==> src/rtl/oflow_pe_feed_pkg.sv <==
// Shared types and default widths for the buffer-to-PE feed path.
package oflow_pe_feed_pkg;

  localparam int DATA_TO_PE_WIDTH    = 32;
  localparam int FEATURE_OF_PREV_LEN = 24;
  localparam int ROW_LEN             = 8;

  typedef enum logic [1:0] {
    IDLE  = 2'd0,
    FETCH = 2'd1,
    HOLD  = 2'd2,
    LAST  = 2'd3
  } feed_state_t;

  typedef logic [DATA_TO_PE_WIDTH-1:0] entry_t;
  typedef logic [ROW_LEN-1:0]          row_t;

endpackage

==> src/rtl/oflow_pe_feed_bank_mem.sv <==
// Two-bank RAM organised as rows of two entries: one row read port (registered), one entry write port.
module oflow_pe_feed_bank_mem #(
  parameter int DATA_W = 32,
  parameter int DEPTH  = 64,
  parameter int ADDR_W = $clog2(DEPTH)
) (
  input  logic              clk,
  input  logic              reset_ni,
  input  logic              bank_sel_i,
  input  logic              swap_now_i,
  input  logic              rd_en_i,
  input  logic [ADDR_W-2:0] rd_row_i,
  input  logic              wr_en_i,
  input  logic [ADDR_W-1:0] wr_addr_i,
  input  logic [DATA_W-1:0] wr_data_i,
  output logic [DATA_W-1:0] rd_data0_o,
  output logic [DATA_W-1:0] rd_data1_o
);

  // Read bank follows a same-cycle swap; writes always target the pre-swap write bank.
  logic [ADDR_W-1:0] rd_a;
  logic [ADDR_W-1:0] wr_a;
  logic [DATA_W-1:0] rd_data [2];

  assign rd_a = {bank_sel_i ^ swap_now_i, rd_row_i};
  assign wr_a = {~bank_sel_i, wr_addr_i[ADDR_W-1:1]};

  for (genvar gi = 0; gi < 2; gi++) begin : g_lane
    logic [DATA_W-1:0] mem_q [DEPTH];
    logic [DEPTH-1:0]  vld_q;
    logic [DATA_W-1:0] rd_q;
    logic              rd_vld_q;
    logic              wr_hit;

    assign wr_hit = wr_en_i && (wr_addr_i[0] == 1'(gi));

    always_ff @(posedge clk) begin
      if (wr_hit) mem_q[wr_a] <= wr_data_i;
      if (rd_en_i) rd_q <= mem_q[rd_a];
    end

    // Per-entry written flags give "cleared at reset" without resetting the RAM array itself.
    always_ff @(posedge clk or negedge reset_ni) begin
      if (!reset_ni) begin
        vld_q    <= '0;
        rd_vld_q <= 1'b0;
      end else begin
        if (wr_hit) vld_q[wr_a] <= 1'b1;
        if (rd_en_i) rd_vld_q <= vld_q[rd_a];
      end
    end

    assign rd_data[gi] = rd_q & {DATA_W{rd_vld_q}};
  end

  assign rd_data0_o = rd_data[0];
  assign rd_data1_o = rd_data[1];

endmodule

==> src/rtl/oflow_pe_feed_buffer.sv <==
// Ping-pong feature buffer: streams previous-frame entries to a PE two per row, stores current-frame results.
module oflow_pe_feed_buffer
  import oflow_pe_feed_pkg::*;
#(
  parameter int DATA_W = DATA_TO_PE_WIDTH,
  parameter int FEAT_W = FEATURE_OF_PREV_LEN,
  parameter int DEPTH  = 64,
  parameter int ADDR_W = $clog2(DEPTH),
  parameter int ROW_W  = ROW_LEN
) (
  input  logic              clk,
  input  logic              reset_N,
  input  logic              start_read,
  input  logic [ADDR_W:0]   num_of_objects_prev,
  input  logic              control_for_read_new_line,
  output logic [DATA_W-1:0] data_to_pe_0,
  output logic [DATA_W-1:0] data_to_pe_1,
  output logic [ROW_W-1:0]  row_sel_to_pe,
  output logic              valid_to_pe,
  output logic              done_read_to_pe,
  output logic              busy,
  input  logic              wr_en,
  input  logic [ADDR_W-1:0] wr_addr,
  input  logic [FEAT_W-1:0] data_out_pe,
  input  logic              swap_banks
);

  feed_state_t       state_q, state_d;
  logic [ADDR_W-2:0] row_q, row_d;
  logic [ADDR_W-2:0] last_row_q, last_row_d;
  logic              odd_q, odd_d;
  logic              bank_sel_q, bank_sel_d;
  logic              swap_pend_q, swap_pend_d;
  logic [DATA_W-1:0] data0_q, data0_d;
  logic [DATA_W-1:0] data1_q, data1_d;
  logic [ROW_W-1:0]  row_sel_q, row_sel_d;
  logic              valid_q, valid_d;
  logic              done_q, done_d;

  logic              rd_en;
  logic [ADDR_W-2:0] rd_row;
  logic              swap_now;
  logic [ADDR_W:0]   nc;
  logic [ADDR_W:0]   nc_m1;
  logic [DATA_W-1:0] rd_data0, rd_data1;

  oflow_pe_feed_bank_mem #(
    .DATA_W(DATA_W),
    .DEPTH (DEPTH),
    .ADDR_W(ADDR_W)
  ) u_mem (
    .clk       (clk),
    .reset_ni  (reset_N),
    .bank_sel_i(bank_sel_q),
    .swap_now_i(swap_now),
    .rd_en_i   (rd_en),
    .rd_row_i  (rd_row),
    .wr_en_i   (wr_en),
    .wr_addr_i (wr_addr),
    .wr_data_i (DATA_W'(data_out_pe)),
    .rd_data0_o(rd_data0),
    .rd_data1_o(rd_data1)
  );

  assign nc    = (num_of_objects_prev > (ADDR_W+1)'(DEPTH)) ? (ADDR_W+1)'(DEPTH) : num_of_objects_prev;
  assign nc_m1 = nc - 1'b1;

  always_comb begin
    state_d     = state_q;
    row_d       = row_q;
    last_row_d  = last_row_q;
    odd_d       = odd_q;
    bank_sel_d  = bank_sel_q;
    swap_pend_d = swap_pend_q;
    data0_d     = data0_q;
    data1_d     = data1_q;
    row_sel_d   = row_sel_q;
    valid_d     = valid_q;
    done_d      = 1'b0;
    rd_en       = 1'b0;
    rd_row      = row_q;
    swap_now    = 1'b0;
    case (state_q)
      IDLE: begin
        if (swap_banks) bank_sel_d = ~bank_sel_q;
        if (start_read) begin
          last_row_d = (ADDR_W-1)'(nc_m1 >> 1);
          odd_d      = nc[0];
          row_d      = '0;
          if (nc == '0) begin
            done_d  = 1'b1;
            state_d = LAST;
          end else begin
            rd_en    = 1'b1;
            rd_row   = '0;
            swap_now = swap_banks;
            state_d  = FETCH;
          end
        end
      end
      FETCH: begin
        data0_d   = rd_data0;
        data1_d   = (odd_q && row_q == last_row_q) ? '0 : rd_data1;
        row_sel_d = ROW_W'(row_q);
        valid_d   = 1'b1;
        state_d   = HOLD;
      end
      HOLD: begin
        if (control_for_read_new_line) begin
          valid_d = 1'b0;
          if (row_q == last_row_q) begin
            done_d  = 1'b1;
            state_d = LAST;
          end else begin
            row_d   = row_q + 1'b1;
            rd_en   = 1'b1;
            rd_row  = row_q + 1'b1;
            state_d = FETCH;
          end
        end
      end
      LAST: begin
        // A swap requested mid-stream (or during this cycle) lands here.
        if (swap_pend_q || swap_banks) bank_sel_d = ~bank_sel_q;
        swap_pend_d = 1'b0;
        row_d       = '0;
        valid_d     = 1'b0;
        state_d     = IDLE;
      end
      default: state_d = IDLE;
    endcase
    if (swap_banks && (state_q == FETCH || state_q == HOLD)) swap_pend_d = 1'b1;
  end

  always_ff @(posedge clk or negedge reset_N) begin
    if (!reset_N) begin
      state_q     <= IDLE;
      row_q       <= '0;
      last_row_q  <= '0;
      odd_q       <= 1'b0;
      bank_sel_q  <= 1'b0;
      swap_pend_q <= 1'b0;
      data0_q     <= '0;
      data1_q     <= '0;
      row_sel_q   <= '0;
      valid_q     <= 1'b0;
      done_q      <= 1'b0;
    end else begin
      state_q     <= state_d;
      row_q       <= row_d;
      last_row_q  <= last_row_d;
      odd_q       <= odd_d;
      bank_sel_q  <= bank_sel_d;
      swap_pend_q <= swap_pend_d;
      data0_q     <= data0_d;
      data1_q     <= data1_d;
      row_sel_q   <= row_sel_d;
      valid_q     <= valid_d;
      done_q      <= done_d;
    end
  end

  assign data_to_pe_0    = data0_q;
  assign data_to_pe_1    = data1_q;
  assign row_sel_to_pe   = row_sel_q;
  assign valid_to_pe     = valid_q;
  assign done_read_to_pe = done_q;
  assign busy            = (state_q != IDLE);

endmodule

==> config.mk <==
export PLATFORM = sky130hd
export DESIGN_NAME = oflow_pe_feed_buffer
export DESIGN_NICKNAME = d
export VERILOG_FILES = /design/src/rtl/oflow_pe_feed_pkg.sv /design/src/rtl/oflow_pe_feed_bank_mem.sv /design/src/rtl/oflow_pe_feed_buffer.sv
export SDC_FILE = /design/constraint.sdc
export NUM_CORES = 2
export LEC_CHECK = 0
export ABC_AREA = 1
export CAP_MARGIN = 10
export CORE_ASPECT_RATIO = 0.9
export CORE_MARGIN = 2
export CORE_UTILIZATION = 57
export DETAILED_ROUTE_END_ITERATION = 12
export GPL_ROUTABILITY_DRIVEN = 0
export GPL_TIMING_DRIVEN = 0
export PLACE_DENSITY_LB_ADDON = 0.1
export REMOVE_ABC_BUFFERS = 1
export SKIP_LAST_GASP = 1
export SLEW_MARGIN = 5
export SYNTH_ARGS = -nofsm -noshare
export SYNTH_HDL_FRONTEND = slang
export SYNTH_SLANG_ARGS = --single-unit
==> constraint.sdc <==
create_clock -name clk -period 4.85 [get_ports clk]
set_input_delay 0.97 -clock clk [delete_from_list [all_inputs] [get_ports clk]]
set_output_delay 0.97 -clock clk [all_outputs]
set_load 0.01 [all_outputs]
=== Yosys cells after proc, flatten, opt, wreduce, memory -nomap -nowiden ===
Memory sizes are Yosys's and may differ from the RTL's. A register that Yosys moved wholly into a read port is not among the register bits.
Cells that the tools add are included.

* Register bits: 280
* Input port bits: 43
* RAM bits: 3072
* Word-level logic and storage cells: 103
* Output and inout bits: 75
* Memories: 2

* Muxes and demuxes: 44
* Equality and inequality tests: 8
* Bitwise operators: 7
* Reduce and logical (&&, ||, !) cells: 19
* Magnitude comparators: 4
* $add $sub $neg: 2

{| class="wikitable"
|+ Memories
! name !! words !! width !! read ports !! clocked after Yosys merged registers in !! write ports !! line !! text
|-
| u_mem.g_lane[0].mem_q || 64 || 24 || 1 || 1 || 1 || oflow_pe_feed_bank_mem.sv:29 || <nowiki>logic [DATA_W-1:0] mem_q [DEPTH];</nowiki>
|-
| u_mem.g_lane[1].mem_q || 64 || 24 || 1 || 1 || 1 || oflow_pe_feed_bank_mem.sv:29 ||
|}

{| class="wikitable"
|+ Operator list
! operator !! count
|-
| bitwise OR 64 bit || 2
|-
| AND 32 bit || 2
|-
| 2-to-1 mux 32 bit || 1
|-
| 2-to-1 mux 5 bit || 5
|-
| 2-to-1 mux 1 bit || 23
|-
| case mux 5 bit (3 select lines) || 1
|-
| less-than comparator 6 x 7 -> 1 bit (second input constant) || 2
|-
| binary-select mux 1 bit (select 6 bit) || 2
|-
| case mux 5 bit (2 select lines) || 1
|-
| 2-to-1 mux 2 bit || 4
|-
| inequality test 2 bit (second input constant) || 4
|-
| case mux 2 bit (4 select lines) || 1
|-
| AND reduction 2 bit || 4
|-
| > comparator 7 bit (second input constant) || 1
|-
| zero test 7 bit || 1
|-
| 2-to-1 mux 7 bit || 1
|-
| demux 1 bit (select 6 bit) || 1
|-
| >= comparator 6 x 1 -> 1 bit (second input constant) || 1
|-
| case mux 1 bit (2 select lines) || 3
|-
| nonzero test 2 bit || 3
|-
| nonzero test 3 bit || 2
|-
| subtractor 6 x 1 -> 6 bit (second input constant) || 1
|-
| adder 5 x 1 -> 5 bit (second input constant) || 1
|-
| equality test 5 bit || 1
|-
| 9 further kinds || 16
|}

=== Logic depth before layout (Yosys ltp) ===
* Depth in word-level cells: 9
* Mapped depth: 23
* Gate-level depth less buffers: 19

=== Cells and area by module ===
A second synthesis with hierarchy kept.

* Cells, all modules: 14440
* Area total of the unflattened synthesis: 175747.3 um^2

{| class="wikitable"
|+ By module, submodules not included
! module !! instances !! sequential area each (um^2) !! area each (um^2) !! cells each
|-
| oflow_pe_feed_bank_mem || 1 || 128172.9 || 171717.2 || 13970
|-
| oflow_pe_feed_buffer || 1 || 2152.1 || 4030.1 || 470
|}

=== Worst setup path before layout ===
No wires, ideal clock.

* Kind: input to register
* Start point: in control_for_read_new_line
* End point: reg u_mem.g_lane[0].rd_vld_q
* Library setup time: 0.135 ns
* Cell stages on the path: 6
* Data required time: 4.715 ns
* Arrival: 5.335 ns
* Buffers on the path: 1
* Slack: -0.621 ns
* Path through: clkbuf_1 nand2_2 o21ai_0 inv_1 nand2_1 nand2_1

* Elaborated cells between the ends (all ways): 6
* Those cells by class: 6 x mux

{| class="wikitable"
|+ RTL lines
! item !! line !! text
|-
| start, declared || oflow_pe_feed_buffer.sv:15 || <nowiki>input logic control_for_read_new_line,</nowiki>
|-
| 2-to-1 mux 1 bit || oflow_pe_feed_buffer.sv:109 || <nowiki>if (control_for_read_new_line) begin</nowiki>
|-
| case mux 1 bit (2 select lines) || oflow_pe_feed_buffer.sv:83 || <nowiki>case (state_q)</nowiki>
|-
| net rd_en || oflow_pe_feed_buffer.sv:40 || <nowiki>logic rd_en;</nowiki>
|-
| end signal, assigned || oflow_pe_feed_bank_mem.sv:49 || <nowiki>if (rd_en_i) rd_vld_q <= vld_q[rd_a];</nowiki>
|-
| end, declared || oflow_pe_feed_bank_mem.sv:32 || <nowiki>logic rd_vld_q;</nowiki>
|}

The timed path passes the listed nets, and every way through them passes these cells. The select of a mux whose other input is x is not followed.
A chain may end at the register's enable or synchronous reset.

=== Final worst setup path ===
* Start point: in num_of_objects_prev[3]
* End point: reg u_mem.g_lane[1].rd_q[22] (read register of u_mem.g_lane[1].mem_q) (data pin)

* Word-level cells in the longest chain between the ends: 7
* Elaborated cells between the ends (all ways): 13
* Those cells by class: 1 x order compare; 10 x mux; 1 x bitwise; 1 x reduce/logical

{| class="wikitable"
|+ Ends and longest elaborated chain
! item !! line !! text
|-
| start, declared || oflow_pe_feed_buffer.sv:14 || <nowiki>input logic [ADDR_W:0] num_of_objects_prev,</nowiki>
|-
| > comparator 7 bit || oflow_pe_feed_buffer.sv:65 || <nowiki>assign nc = (num_of_objects_prev > (ADDR_W+1)'(DEPTH)) ? (ADDR_W+1)'(DEPTH) : num_of_objects_prev;</nowiki>
|-
| 2-to-1 mux 7 bit (*) || oflow_pe_feed_buffer.sv:65 ||
|-
| zero test 7 bit (*) || oflow_pe_feed_buffer.sv:90 || <nowiki>if (nc == '0) begin</nowiki>
|-
| 2-to-1 mux 1 bit || oflow_pe_feed_buffer.sv:90 ||
|-
| 2-to-1 mux 1 bit || oflow_pe_feed_buffer.sv:86 || <nowiki>if (start_read) begin</nowiki>
|-
| 2-to-1 mux 1 bit || oflow_pe_feed_buffer.sv:83 ||
|-
| bitwise XOR 1 bit || oflow_pe_feed_bank_mem.sv:25 || <nowiki>assign rd_a = {bank_sel_i ^ swap_now_i, rd_row_i};</nowiki>
|-
| end, declared || oflow_pe_feed_bank_mem.sv:31 || <nowiki>logic [DATA_W-1:0] rd_q;</nowiki>
|}

Mark *: on every way between the ends. The rest lies on a longest branch, timed or not.

==> impl_metrics.csv <==
group,metric,value,unit
run_status,outcome,"finished clean",
grt,grt_use_met1,0.481,
logic_synthesis,syn_avg_cell_area,12.7,sq um
cells_and_area,drive_gt1_frac,0.127,
cells_and_area,mostFrequentLayoutCells,"edfxtp_1 (3,120), nand2_1 (1,740), nand3_1 (1,212), o211ai_1 (1,192)",
sta,clock.fmax,209,MHz
cells_and_area,syn_to_final_growth,17.9,%
clock_tree,cts.htree.levels,5,
sta,tightest_slew,1.30,ns
sta,setup_viol,0,
drt,drt_iter0_drc,12359,
clock_tree,clockBufferDepth,4,
grt,grt_pass1_vias,84736,
critical_path,r2r-start,"row_q[0]",
logic_synthesis,yosysUniqueCellTypes,38,
grt,gr-usage-met3,0.0488,
die,die_w,515,um
critical_path,crit_path_end_kind,"flop",
clock_tree,clock_sinks,3320,
drt,wl,405000,um
sta,hold_viol,0,
drt,antenna_left,0,
placed_design,placed_cells_incl_taps,13396,
logic_synthesis,synth_seq_cells,3320,
hold_path,hp-class,"input pin to asynchronous set/reset pin",
grt,grt_max_degree,159,
drt,firstDrtPassIters,6,
grt,grt_pass1_wl,583000,um
grt,gr-max-usage-layer,"met2",
grt,antenna_found_initial,6,
sta,drv_slew,0,
clock_tree,insertion_delay,0.97,ns
drt,routed-via-count,89709,
placed_design,post_dp_cell_area,144000,sq um
sta,clock-skew-final,0.0557,ns
drt,drt-wirelength-per-cell,28.7,um
critical_path,setup.worst_path.start,"num_of_objects_prev[3]",
logic_synthesis,ys_seq_area_frac,0.735,
critical_path,required,5.54,ns
sta,period_share,0.986,
die,die_area,239000,sq um
logic_synthesis,netlist_instances,10555,
cells_and_area,stdcell_area,158000,sq um
power_and_ir_drop,max-vdd-ir-drop,0.000768,V
critical_path,worstSetupPathType,"input pin to flop",
clock_tree,clkTransAtPathRegs,0.06,ns
clock_tree,numCtsBuffers,344,
drt,routed_via_density,6.35,
clock_tree,cts-root-buf,"clkbuf_16",
die,die_h,464,um
drt,drcViolationCount,0,
grt,grtUsageMet2,0.505,
logic_synthesis,syn-cell-area,134000,sq um
cells_and_area,final_cells,14123,
placed_design,dp_hpwl,222000,um
critical_path,start_kind,"input pin",
die,num_io_pins,118,
die,rows,168,
logic_synthesis,yosys_warnings,0,
clock_tree,cts_hold_buf,0,
cells_and_area,mostFrequentLayoutCell,"edfxtp_1",
critical_path,worst_ep_arrival_time,5.47,ns
power_and_ir_drop,p_per_area,746,nW/um^2
power_and_ir_drop,leakage,55.6,nW
sta,relSlewSlack,0.131,
flow_run,cap_violations,0,
sta,period_needed,4.78,ns
placed_design,io_buffers,98,
cells_and_area,num-nets-final,10762,
grt,grt_overflow,0,
die,core_area,234000,sq um
critical_path,critPathMaxFanout,68,
cells_and_area,final_util,0.677,
sta,rsz0062_at_grt,"true",
clock_tree,cts_tree,"yes",
die,initial_core_util,0.575,
grt,grt_usage,0.335,
[cell type report]
| class | instances | area [sq um] |
|---|---|---|
| multi-input cells | 5888 | 31600 |
| fillers | 15869 | 75300 |
| clock inverters | 164 | 1610 |
| repair buffers | 536 | 10600 |
| diodes | 6 | 15.0 |
| clock buffers | 443 | 9350 |
| inverters | 617 | 2370 |
| well taps | 3145 | 3940 |
| repair inverters | 4 | 35.0 |
| flip-flops and latches | 3320 | 98700 |
[report_power, final]
group	leakage (nW)	switching [mW]	internal [mW]
combinational	19.6	38.7	20.2
clock	5.36	10.7	15.3
sequential	30.7	0.593	32.5
total	55.6	50.0	68.0
[cell usage after synthesis]
library cell,instances,area [sq um]
a22oi_2,1,12.5
nand2_2,1,6.26
o21ai_0,605,3030
nand3_1,1337,6690
nand2_4,2,22.5
nor2_2,1,6.26
nand3_4,1,17.5
nor3_1,17,85.1
inv_1,613,2300
nand4_1,3,18.8
o22ai_1,2,12.5
a22oi_1,1,7.51
clkbuf_1,293,1100
nor2_4,1,11.3
dfrtp_1,200,5000
o211ai_1,1192,8950
o21bai_1,1,7.51
o21ai_2,1,8.76
nand3_2,4,40.0
o31ai_1,1,7.51
nor4_1,1,6.26
ha_1,8,100
buf_2,349,1750
xnor2_1,2,17.5
nor2_1,738,2770
conb_1,1,3.75
edfxtp_1,3120,93700
a31oi_1,5,31.3
o21ai_1,38,190
buf_4,61,458
inv_2,4,15.0
buf_6,14,158
buf_1,36,135
xor2_1,4,35.0
a21oi_4,1,16.3
or2_2,142,888
a21oi_1,4,20.0
nand2_1,1750,6570
[worst max-delay path, stage by stage]
cell,delay (ns)
dlygate4sd2_1,0.30
nor4_4,0.30
nand2_1,0.10
nand2_2,0.11
nand2_1,0.11
ha_1,0.21
nand4_1,0.14
nand2_2,0.14
buf_4,0.16
buf_4,0.12
a31oi_1,0.20
a22oi_2,0.09
buf_4,0.19
buf_8,0.16
buf_8,0.16
buf_8,0.17
inv_12,0.33
buf_16,0.36
buf_16,0.38
nand3_1,0.14
nand3_1,0.19
nand2_1,0.10
nand2_2,0.13
nand2_1,0.09
[routing by layer]
metal  vias up  wire, um  share of wire
met5         -        13       0.000032
met4         2     23200          0.057
met3       954     39600          0.098
met2      5186    182000           0.45
met1     44799    160000           0.40
li1      38768         -              -
[worst paths after layout]
path | to | slack, ns | depth (start not counted)
worst max-delay path | u_mem.g_lane[1].rd_q[22] | 0.07 | 24
worst min-delay path | data_to_pe_0[5] | 0.02 | 2
worst max register to register | u_mem.g_lane[0].rd_q[15] | 0.07 | 23
worst min register to register | data_to_pe_0[12] | 0.45 | 2
max in group asynchronous | data_to_pe_1[0] | 4.13 | 2
min in group clk | u_mem.g_lane[1].mem_q[42][13] | 0.41 | 1
[cells by family after synthesis]
logic type | share of synthesized area
buffers and inverters | 0.0441
AO/OA/AOI/OAI | 0.0916
flip-flops | 0.735
XOR/XNOR | 0.000392
AND/OR/NAND/NOR | 0.128
adder cells (fa/ha/maj) | 0.000746
other | 0.0000279
[timing repair]
action                                  CTS  global route
setup buffers                            24            12
pin swaps                                15             5
gates resized for setup                 178            17
gates cloned                             74             4
endpoints found under the setup margin   50            50
[per-stage QoR]
step	total power [mW]	setup WS (ns)	hold slack, ns	setup TNS, ns
after floorplan	47.7	-35.15	0.440	-1760.77
after global placement	47.8	-101.56	0.451	-
after detailed placement	83.1	-4.79	0.453	-223.89
after CTS	117	-0.0200	0.0467	-0.0575
after global routing	123	-0.0764	0.0561	-0.473
final	118	0.0659	0.0215	0
[registers in the layout (all words and copies together), names as in the netlist]
signal / count
u_mem.g_lane.mem_q: 3072
u_mem.g_lane.vld_q: 128
u_mem.g_lane.rd_q: 48
data_to_pe_0: 24
data_to_pe_1: 24
last_row_q: 5
row_q: 5
row_sel_to_pe: 5
state_q: 2
u_mem.g_lane.rd_vld_q: 2
bank_sel_q: 1
done_read_to_pe: 1
odd_q: 1
swap_pend_q: 1
valid_to_pe: 1
(Power assumes the default switching activity.)
